==> src/rtl/bv_pkg.sv <==
// Shared types and width constants for the bit-vector index scanner.
package bv_pkg;

  localparam int unsigned BV_DEF_WIDTH       = 64;
  localparam int unsigned BV_DEF_WIDTH_COUNT = $clog2(BV_DEF_WIDTH);
  localparam int unsigned BV_DEF_MAX_HITS    = 8;

  typedef enum logic {
    IDLE = 1'b0,
    SCAN = 1'b1
  } bv_state_t;

endpackage

==> src/rtl/bv_scan_if.sv <==
// Vector-in / index-out handshake bundle for bv_scan.
interface bv_scan_if
  import bv_pkg::*;
#(
  parameter int unsigned WIDTH       = BV_DEF_WIDTH,
  parameter int unsigned WIDTH_COUNT = BV_DEF_WIDTH_COUNT
);

  logic                   bv_valid;
  logic                   bv_ready;
  logic [WIDTH-1:0]       bv;
  logic                   idx_valid;
  logic                   idx_ready;
  logic [WIDTH_COUNT-1:0] idx;
  logic                   idx_last;
  logic                   idx_none;

  modport master (
    output bv_valid, bv, idx_ready,
    input  bv_ready, idx_valid, idx, idx_last, idx_none
  );

  modport slave (
    input  bv_valid, bv, idx_ready,
    output bv_ready, idx_valid, idx, idx_last, idx_none
  );

endinterface

==> src/rtl/bv_prio_enc.sv <==
// Combinational lowest-set-bit encoder with an any-bit-set flag.
module bv_prio_enc #(
  parameter int unsigned WIDTH       = 64,
  parameter int unsigned WIDTH_COUNT = 6
) (
  input  logic [WIDTH-1:0]       i_vec,
  output logic [WIDTH_COUNT-1:0] o_idx,
  output logic                   o_any
);

  // Scanning downward lets the lowest set bit win.
  always_comb begin
    o_idx = '0;
    for (int i = int'(WIDTH) - 1; i >= 0; i--) begin
      if (i_vec[i]) o_idx = WIDTH_COUNT'(i);
    end
  end

  assign o_any = |i_vec;

endmodule

==> src/rtl/bv_scan.sv <==
// Emits the indices of set bits of an accepted vector, lowest first, up to MAX_HITS.
// Optional BV_SCAN_COUNT_EN adds hit_total, the popcount of the accepted vector.
module bv_scan
  import bv_pkg::*;
#(
  parameter int unsigned WIDTH       = BV_DEF_WIDTH,
  parameter int unsigned WIDTH_COUNT = BV_DEF_WIDTH_COUNT,
  parameter int unsigned MAX_HITS    = BV_DEF_MAX_HITS
) (
  input  logic                   clk,
  input  logic                   reset,
`ifdef BV_SCAN_COUNT_EN
  output logic [WIDTH_COUNT:0]   hit_total,
`endif
  bv_scan_if.slave               bus
);

  localparam int unsigned CNT_W = WIDTH_COUNT + 1;

  bv_state_t              r_state;
  logic [WIDTH-1:0]       r_work;
  logic [WIDTH_COUNT-1:0] r_hits;
  logic                   r_none;
  logic                   r_bv_ready;
  logic                   r_idx_valid;
  logic [WIDTH_COUNT-1:0] r_idx;
  logic                   r_idx_last;

  bv_state_t              w_state_nxt;
  logic [WIDTH-1:0]       w_work_nxt;
  logic [WIDTH_COUNT-1:0] w_hits_nxt;
  logic                   w_none_nxt;
  logic [WIDTH_COUNT-1:0] w_enc_idx;
  logic                   w_enc_any;
  logic                   w_onehot;
  logic [WIDTH_COUNT-1:0] w_idx_nxt;
  logic                   w_last_nxt;

  // Encode the next work value so every index output can be registered.
  bv_prio_enc #(
    .WIDTH       (WIDTH),
    .WIDTH_COUNT (WIDTH_COUNT)
  ) u_enc (
    .i_vec (w_work_nxt),
    .o_idx (w_enc_idx),
    .o_any (w_enc_any)
  );

  always_comb begin
    w_state_nxt = r_state;
    w_work_nxt  = r_work;
    w_hits_nxt  = r_hits;
    w_none_nxt  = r_none;
    unique case (r_state)
      IDLE: begin
        if (bus.bv_valid) begin
          w_work_nxt  = bus.bv;
          w_hits_nxt  = '0;
          w_none_nxt  = (bus.bv == '0);
          w_state_nxt = SCAN;
        end
      end
      SCAN: begin
        if (r_idx_valid && bus.idx_ready) begin
          if (r_idx_last) begin
            w_work_nxt  = '0;
            w_hits_nxt  = '0;
            w_none_nxt  = 1'b0;
            w_state_nxt = IDLE;
          end else begin
            // Clearing the lowest set bit retires the beat just transferred.
            w_work_nxt = r_work & (r_work - WIDTH'(1));
            w_hits_nxt = r_hits + WIDTH_COUNT'(1);
          end
        end
      end
      default: w_state_nxt = IDLE;
    endcase
  end

  always_comb begin
    w_onehot   = w_enc_any && ((w_work_nxt & (w_work_nxt - WIDTH'(1))) == '0);
    w_idx_nxt  = (w_state_nxt == SCAN && w_enc_any) ? w_enc_idx : '0;
    w_last_nxt = (w_state_nxt == SCAN) &&
                 (w_none_nxt || w_onehot || (w_hits_nxt == WIDTH_COUNT'(MAX_HITS - 1)));
  end

  always_ff @(posedge clk or posedge reset) begin
    if (reset) begin
      r_state     <= IDLE;
      r_work      <= '0;
      r_hits      <= '0;
      r_none      <= 1'b0;
      r_bv_ready  <= 1'b1;
      r_idx_valid <= 1'b0;
      r_idx       <= '0;
      r_idx_last  <= 1'b0;
    end else begin
      r_state     <= w_state_nxt;
      r_work      <= w_work_nxt;
      r_hits      <= w_hits_nxt;
      r_none      <= w_none_nxt;
      r_bv_ready  <= (w_state_nxt == IDLE);
      r_idx_valid <= (w_state_nxt == SCAN);
      r_idx       <= w_idx_nxt;
      r_idx_last  <= w_last_nxt;
    end
  end

  assign bus.bv_ready  = r_bv_ready;
  assign bus.idx_valid = r_idx_valid;
  assign bus.idx       = r_idx;
  assign bus.idx_last  = r_idx_last;
  assign bus.idx_none  = r_none;

`ifdef BV_SCAN_COUNT_EN
  logic [CNT_W-1:0] w_pop;
  logic [CNT_W-1:0] r_hit_total;

  always_comb begin
    w_pop = '0;
    for (int i = 0; i < int'(WIDTH); i++) begin
      w_pop = w_pop + CNT_W'(bus.bv[i]);
    end
  end

  // Captured only at acceptance so it stays put across all beats.
  always_ff @(posedge clk or posedge reset) begin
    if (reset) begin
      r_hit_total <= '0;
    end else if (r_state == IDLE && bus.bv_valid) begin
      r_hit_total <= w_pop;
    end
  end

  assign hit_total = r_hit_total;
`endif

endmodule

==> src/flat_wrapper.sv <==
// flat-port wrapper written by rule: the top's interface ports become plain ports
module bv_scan_flat import bv_pkg::*;
#(
  parameter int unsigned WIDTH       = BV_DEF_WIDTH,
  parameter int unsigned WIDTH_COUNT = BV_DEF_WIDTH_COUNT,
  parameter int unsigned MAX_HITS    = BV_DEF_MAX_HITS
)
  (clk, reset, bus_bv_valid, bus_bv, bus_idx_ready, bus_bv_ready, bus_idx_valid, bus_idx, bus_idx_last, bus_idx_none);
  bv_scan_if #(.WIDTH(WIDTH), .WIDTH_COUNT(WIDTH_COUNT)) bus_i ();
  input  logic clk;
  input  logic reset;
  input wire logic [$bits(bus_i.bv_valid)-1:0] bus_bv_valid;
  input wire logic [$bits(bus_i.bv)-1:0] bus_bv;
  input wire logic [$bits(bus_i.idx_ready)-1:0] bus_idx_ready;
  output wire logic [$bits(bus_i.bv_ready)-1:0] bus_bv_ready;
  output wire logic [$bits(bus_i.idx_valid)-1:0] bus_idx_valid;
  output wire logic [$bits(bus_i.idx)-1:0] bus_idx;
  output wire logic [$bits(bus_i.idx_last)-1:0] bus_idx_last;
  output wire logic [$bits(bus_i.idx_none)-1:0] bus_idx_none;
  assign bus_i.bv_valid = bus_bv_valid;
  assign bus_i.bv = bus_bv;
  assign bus_i.idx_ready = bus_idx_ready;
  assign bus_bv_ready = bus_i.bv_ready;
  assign bus_idx_valid = bus_i.idx_valid;
  assign bus_idx = bus_i.idx;
  assign bus_idx_last = bus_i.idx_last;
  assign bus_idx_none = bus_i.idx_none;
  bv_scan #(.WIDTH(WIDTH), .WIDTH_COUNT(WIDTH_COUNT), .MAX_HITS(MAX_HITS)) u_core (.clk(clk), .reset(reset), .bus(bus_i));
endmodule
==> config.mk <==
export PLATFORM = sky130hd
export DESIGN_NAME = bv_scan_flat
export DESIGN_NICKNAME = d
export VERILOG_FILES = /design/src/rtl/bv_pkg.sv /design/src/rtl/bv_scan_if.sv /design/src/rtl/bv_prio_enc.sv /design/src/rtl/bv_scan.sv /design/src/flat_wrapper.sv
export SDC_FILE = /design/constraint.sdc
export NUM_CORES = 1
export LEC_CHECK = 0
export ABC_CLOCK_PERIOD_IN_PS = 4200
export CORE_MARGIN = 3
export CORE_UTILIZATION = 50
export DETAILED_ROUTE_END_ITERATION = 7
export PLACE_DENSITY = 0.7
export SLEW_MARGIN = 10
export SYNTH_ARGS = -nofsm -noshare
export SYNTH_HDL_FRONTEND = slang
export SYNTH_SLANG_ARGS = --single-unit
==> constraint.sdc <==
create_clock -name clk -period 4.2 [get_ports clk]
set_input_delay 0.84 -clock clk [delete_from_list [all_inputs] [get_ports clk]]
set_output_delay 0.84 -clock clk [all_outputs]
set_load 0.01 [all_outputs]
# After elaboration in Yosys (flattened, before gate mapping)
# Index checks and enable logic that the tools add are counted.
# op_classes
n_addsub	3
n_eq_ne	1
mux	81
bitwise	4
reduce_logical	9
# op_table
op	count
6-bit 2-to-1 mux	68
64-bit 2-to-1 mux	3
64-bit AND	2
64-bit logical NOT	2
64-bit case mux with 2 select lines	1
64-bit by 1-bit subtractor with 64-bit output, second input constant	2
64-bit OR reduction	1
6-bit case mux with 2 select lines	1
6-bit by 1-bit adder with 6-bit output, second input constant	1
6-bit by 3-bit == test with 1-bit output, second input constant	1
1-bit 2-to-1 mux	6
1-bit logical AND	4
1-bit case mux with 2 select lines	2
1-bit logical OR	2
1-bit NOT	2
# word_totals
ff_bits	80
out_inout_bits	10
wordCells	105

# Longest topological paths before layout
# logic_depth
depth_word	70
mapped_depth	17

# Hierarchy
# Synthesis repeated with hierarchy kept, for this count alone.
# unflattened
cells_unflattened	827
hier_area_um2	6597.6
# modules_own_cells
mod	area_per_inst_um2	n_inst	seq_area_each_um2	cells_each
bv_scan	5710.5	1	2003.2	682
bv_prio_enc	887.1	1	0.0	145

# Least setup slack after synthesis
# OpenSTA, ideal clock, no wires.
# synth_timing
path_kind	input to register
start	input bus_idx_ready
end	register u_core.r_idx_last, in the netlist u_core.bus.idx_last
path_slack_ns	-0.010
cell_stages	13
path_buffers	2
required_ns	4.108
t_arrival_ns	4.118
path_cell_list	buf_4 -> and4bb_1 -> buf_2 -> nand4_1 -> or4_1 -> a32o_2 -> nor4_2 -> nand2_1 -> or4_1 -> a22oi_1 -> nand4_1 -> or4_1 -> o31ai_2
# synth_via
elab_chain_len	10
word_cells_on_any_way	18
# synth_lines
item	line_no	source
from (decl)	flat_wrapper.sv:14	input wire logic [$bits(bus_i.idx_ready)-1:0] bus_idx_ready;
1-bit logical AND *	bv_scan.sv:64	if (r_idx_valid && bus.idx_ready) begin
64-bit 2-to-1 mux *	bv_scan.sv:64	
64-bit case mux with 2 select lines *	bv_scan.sv:54	unique case (r_state)
named net u_core.u_enc.i_vec[32]	bv_prio_enc.sv:6	input logic [WIDTH-1:0] i_vec,
64-bit by 1-bit subtractor with 64-bit output	bv_scan.sv:82	w_onehot = w_enc_any && ((w_work_nxt & (w_work_nxt - WIDTH'(1))) == '0);
64-bit AND	bv_scan.sv:82	
64-bit logical NOT	bv_scan.sv:82	
1-bit logical AND *	bv_scan.sv:82	
1-bit logical OR * (2 in series)	bv_scan.sv:85	(w_none_nxt || w_onehot || (w_hits_nxt == WIDTH_COUNT'(MAX_HITS - 1)));
1-bit logical AND *	bv_scan.sv:84	w_last_nxt = (w_state_nxt == SCAN) &&
named net u_core.w_last_nxt	bv_scan.sv:37	logic w_last_nxt;
to (signal assigned)	bv_scan.sv:106	r_idx_last <= w_last_nxt;
to (decl)	bv_scan.sv:27	logic r_idx_last;
# Mark *: on every way through the listed nets, which the timed path passes. The rest lies on a longest branch.

# Worst setup path after layout
# layout_timing
start	input bus_bv_valid
end	register u_core.r_idx_last, in the netlist u_core.bus.idx_last
# layout_via
elab_chain_len	9
word_cells_on_any_way	17
# layout_lines
item	line_no	source
from (decl)	flat_wrapper.sv:12	input wire logic [$bits(bus_i.bv_valid)-1:0] bus_bv_valid;
64-bit 2-to-1 mux	bv_scan.sv:56	if (bus.bv_valid) begin
64-bit case mux with 2 select lines	bv_scan.sv:54	
64-bit by 1-bit subtractor with 64-bit output	bv_scan.sv:82	
64-bit AND	bv_scan.sv:82	
64-bit logical NOT	bv_scan.sv:82	
1-bit logical AND	bv_scan.sv:82	
1-bit logical OR (2 in series)	bv_scan.sv:85	
1-bit logical AND *	bv_scan.sv:84	
named net u_core.w_last_nxt	bv_scan.sv:37	
# Marked as above.

==> impl_metrics.py <==
metrics = {
    "outcome": {
        "outcome": "finished, final reports clean",
    },
    "worst_setup_path": {
        "crit_fanout": 6,
        "cp_num_buf_inv": 13,
        "critPathLaunchType": "input pin",
        "worstSetupEndpointType": "register",
        "crit_required_ns": 4.46,
        "crit_chain": "clkdlybuf4s15_1 -> nor2b_4 -> buf_4 -> a21oi_2 -> a32oi_2 -> buf_4 -> buf_4 -> buf_4 -> buf_4 -> buf_4 -> buf_4 -> buf_4 -> buf_4 -> buf_4 -> buf_4 -> buf_4 -> a2bb2oi_1 -> a2111oi_2 -> nand4_1 -> or4_4 -> o31ai_4",
        "crit_type": "input pin to register",
        "critical_path_arrival_ns": 4.41,
        "cp_slowest_cell": "or4_4",
        "crit_top_cell": "buf_4",
        "cp_slowest_stage_delay_ns": 0.59,
        "path_delay_family": "buffers and inverters",
    },
    "sta": {
        "max-slew-margin-rel_pct": 42.1,
        "setup_viol": 0,
        "setup_ws_ns": 0.0550,
        "fmax_mhz": 241,
        "worstMarginPinSlew_ns": 0.861,
        "min_period_ns": 4.14,
        "timing.hold.ws_ns": 0.493,
        "slew_violations": 0,
        "finalClockSkew_ns": 0.0121,
        "hold_viol": 0,
        "period_share_pct": 98.7,
    },
    "floorplanning": {
        "die-height_um": 121,
        "coreArea_um2": 12700,
        "io_pins": 78,
        "initial_core_util_pct": 51.6,
        "dieArea_um2": 14500,
        "rows": 41,
        "fp.dieW_um": 121,
    },
    "synthesis": {
        "synth_cell_types": 86,
        "synthesis.instances": 802,
        "async_flop_share_pct": 100,
        "synth.area.top_cells": "dfrtp_1, nor2_1, nand2_1",
        "synthFlopType": "dfrtp_1",
        "synth_area_leader_cell": "dfrtp_1",
        "synth_nets": 871,
        "synth.top_cell.area_share_pct": 30.1,
        "ys_ff_latch": 80,
        "synth_area_per_cell_um2": 8.18,
        "synth_enable_flop_cells": 0,
        "yosysWarnings": 0,
        "syn_area_um2": 6560,
        "ys_seq_area_share_pct": 30.5,
    },
    "detailed_routing": {
        "route.vias.total": 8618,
        "dr.first_iter.drc_count": 1241,
        "firstDrtPassIters": 7,
        "drcViolationCount": 0,
        "vias_per_cell": 6.91,
        "drtAntennaViolNets": 0,
        "wirelength_mm": 30.8,
        "post_drt_wl_per_cell_um": 24.7,
    },
    "cts": {
        "clk_pin_slew_ns": 0.07,
        "clkSinkCount": 80,
        "h-tree-depth": 3,
        "clockRootBuffer": "clkbuf_16",
        "cts_tree": "built",
        "cts_buffer_depth": 2,
        "clock_latency_ns": 0.36,
        "cts_buffers": 9,
    },
    "final_layout": {
        "design_area_um2": 9510,
        "syn_to_final_growth_pct": 44.9,
        "final_nets": 1139,
        "antennaDiodeCount": 0,
        "final_cells": 1247,
        "layout_common_cells": "buf_4, nor2_1, dfrtp_1",
        "final_common_cell": "buf_4",
        "drive_above_1_share_pct": 29.4,
    },
    "grt": {
        "grt_first_pass_wirelength_mm": 47.1,
        "grt_max_degree": 48,
        "grt_pass1_vias": 8147,
        "grt_use_total_pct": 42.1,
        "grt.overflow.total": 0,
        "antenna_found_initial": 0,
    },
    "placement": {
        "port_buffers": 77,
        "dpl.hpwl_mm": 23.7,
        "pre_cts_slack_ns": -0.716,
        "dpl_cell_area_um2": 8860,
        "place_congestion": 1.16,
        "dpl.cell_count": 1213,
    },
    "job": {
        "drv_cap": 0,
    },
    "min_path": {
        "hold_path.class": "register to register",
    },
}
==> Yosys cell counts, drive strengths merged, types with 7 or more instances <==
library cell	instances
a22oi	7
and4	8
a32oi	7
nor3	38
a31oi	20
nor2b	9
o31ai	8
o211ai	12
nand4	32
o21ai	40
nor2	90
o22a	11
buf	20
or2	9
dfrtp	79
a21oi	53
nand2	74
nand3	25
or4	14
nor4	59
inv	31
mux2i	23
clkbuf	13
a32o	10
==> sequential cells by signal, indices dropped and copies added (netlist names) <==
register             cells
u_core.r_hits            6
u_core.bus.idx_none      1
u_core.bus.idx           6
u_core.bus.bv_ready      1
u_core.r_state           1
u_core.r_work           64
u_core.bus.idx_last      1
==> repair_timing <==
| item | CTS | global route |
|---|---|---|
| buffers inserted | 16 | 2 |
| endpoints found under the setup margin | 3 | 3 |
| resized for setup | 17 | 23 |
| endpoints found under the hold margin | 0 | 0 |
| hold buffers | 0 | 0 |
| pin swaps | 12 | 19 |
==> cells by family after synthesis <==
logic type | share of synthesized area [%]
mux | 4.02
buf+inv | 4.21
compound gates | 24.6
fa+ha+maj | 0.953
flops | 30.5
simple gates | 35.7
==> final cells by class <==
type	instances	area (um^2)
Clock buffer	10	239
Sequential cell	80	2000
Inverter	31	118
Fill cell	1004	3210
Clock inverter	6	115
Tap cell	172	215
Multi-Input combinational cell	658	4430
Timing Repair Buffer	290	2380
==> path summary, 6_finish.rpt <==
check,startpoint,endpoint,slack [ns],cells after the start
setup / recovery,bus_bv_valid,u_core.bus.idx_last,0.06,21
hold / removal,u_core.r_hits[5],u_core.r_hits[5],0.49,1
setup reg to reg,u_core.r_work[7],u_core.bus.idx_last,0.06,14
hold reg to reg,u_core.r_hits[5],u_core.r_hits[5],0.49,1
max in group asynchronous,reset,u_core.r_work[42],2.63,3
min in group asynchronous,reset,u_core.r_work[11],0.70,2
==> per-stage QoR <==
stage          setup TNS (ns)  utilization (%)
2_1_floorplan               0                -
3_3_place_gp            -2.19             69.7
3_5_place_dp            -2.61             69.7
4_1_cts                     0             73.9
5_1_grt               -0.0893             74.7
6_report                    0             74.7
==> layer usage <==
metal | track usage, % | up-vias | routed length, um
li1 | - | 3681 | -
met1 | 58.0 | 4038 | 12000
met2 | 62.7 | 758 | 13100
met3 | 12.5 | 141 | 4420
met4 | 15.4 | 0 | 1320
met5 | 0 | - | 0
Power is not shown: default switching activity piles up to over one toggle a cycle in this logic, so the estimate is an artifact.
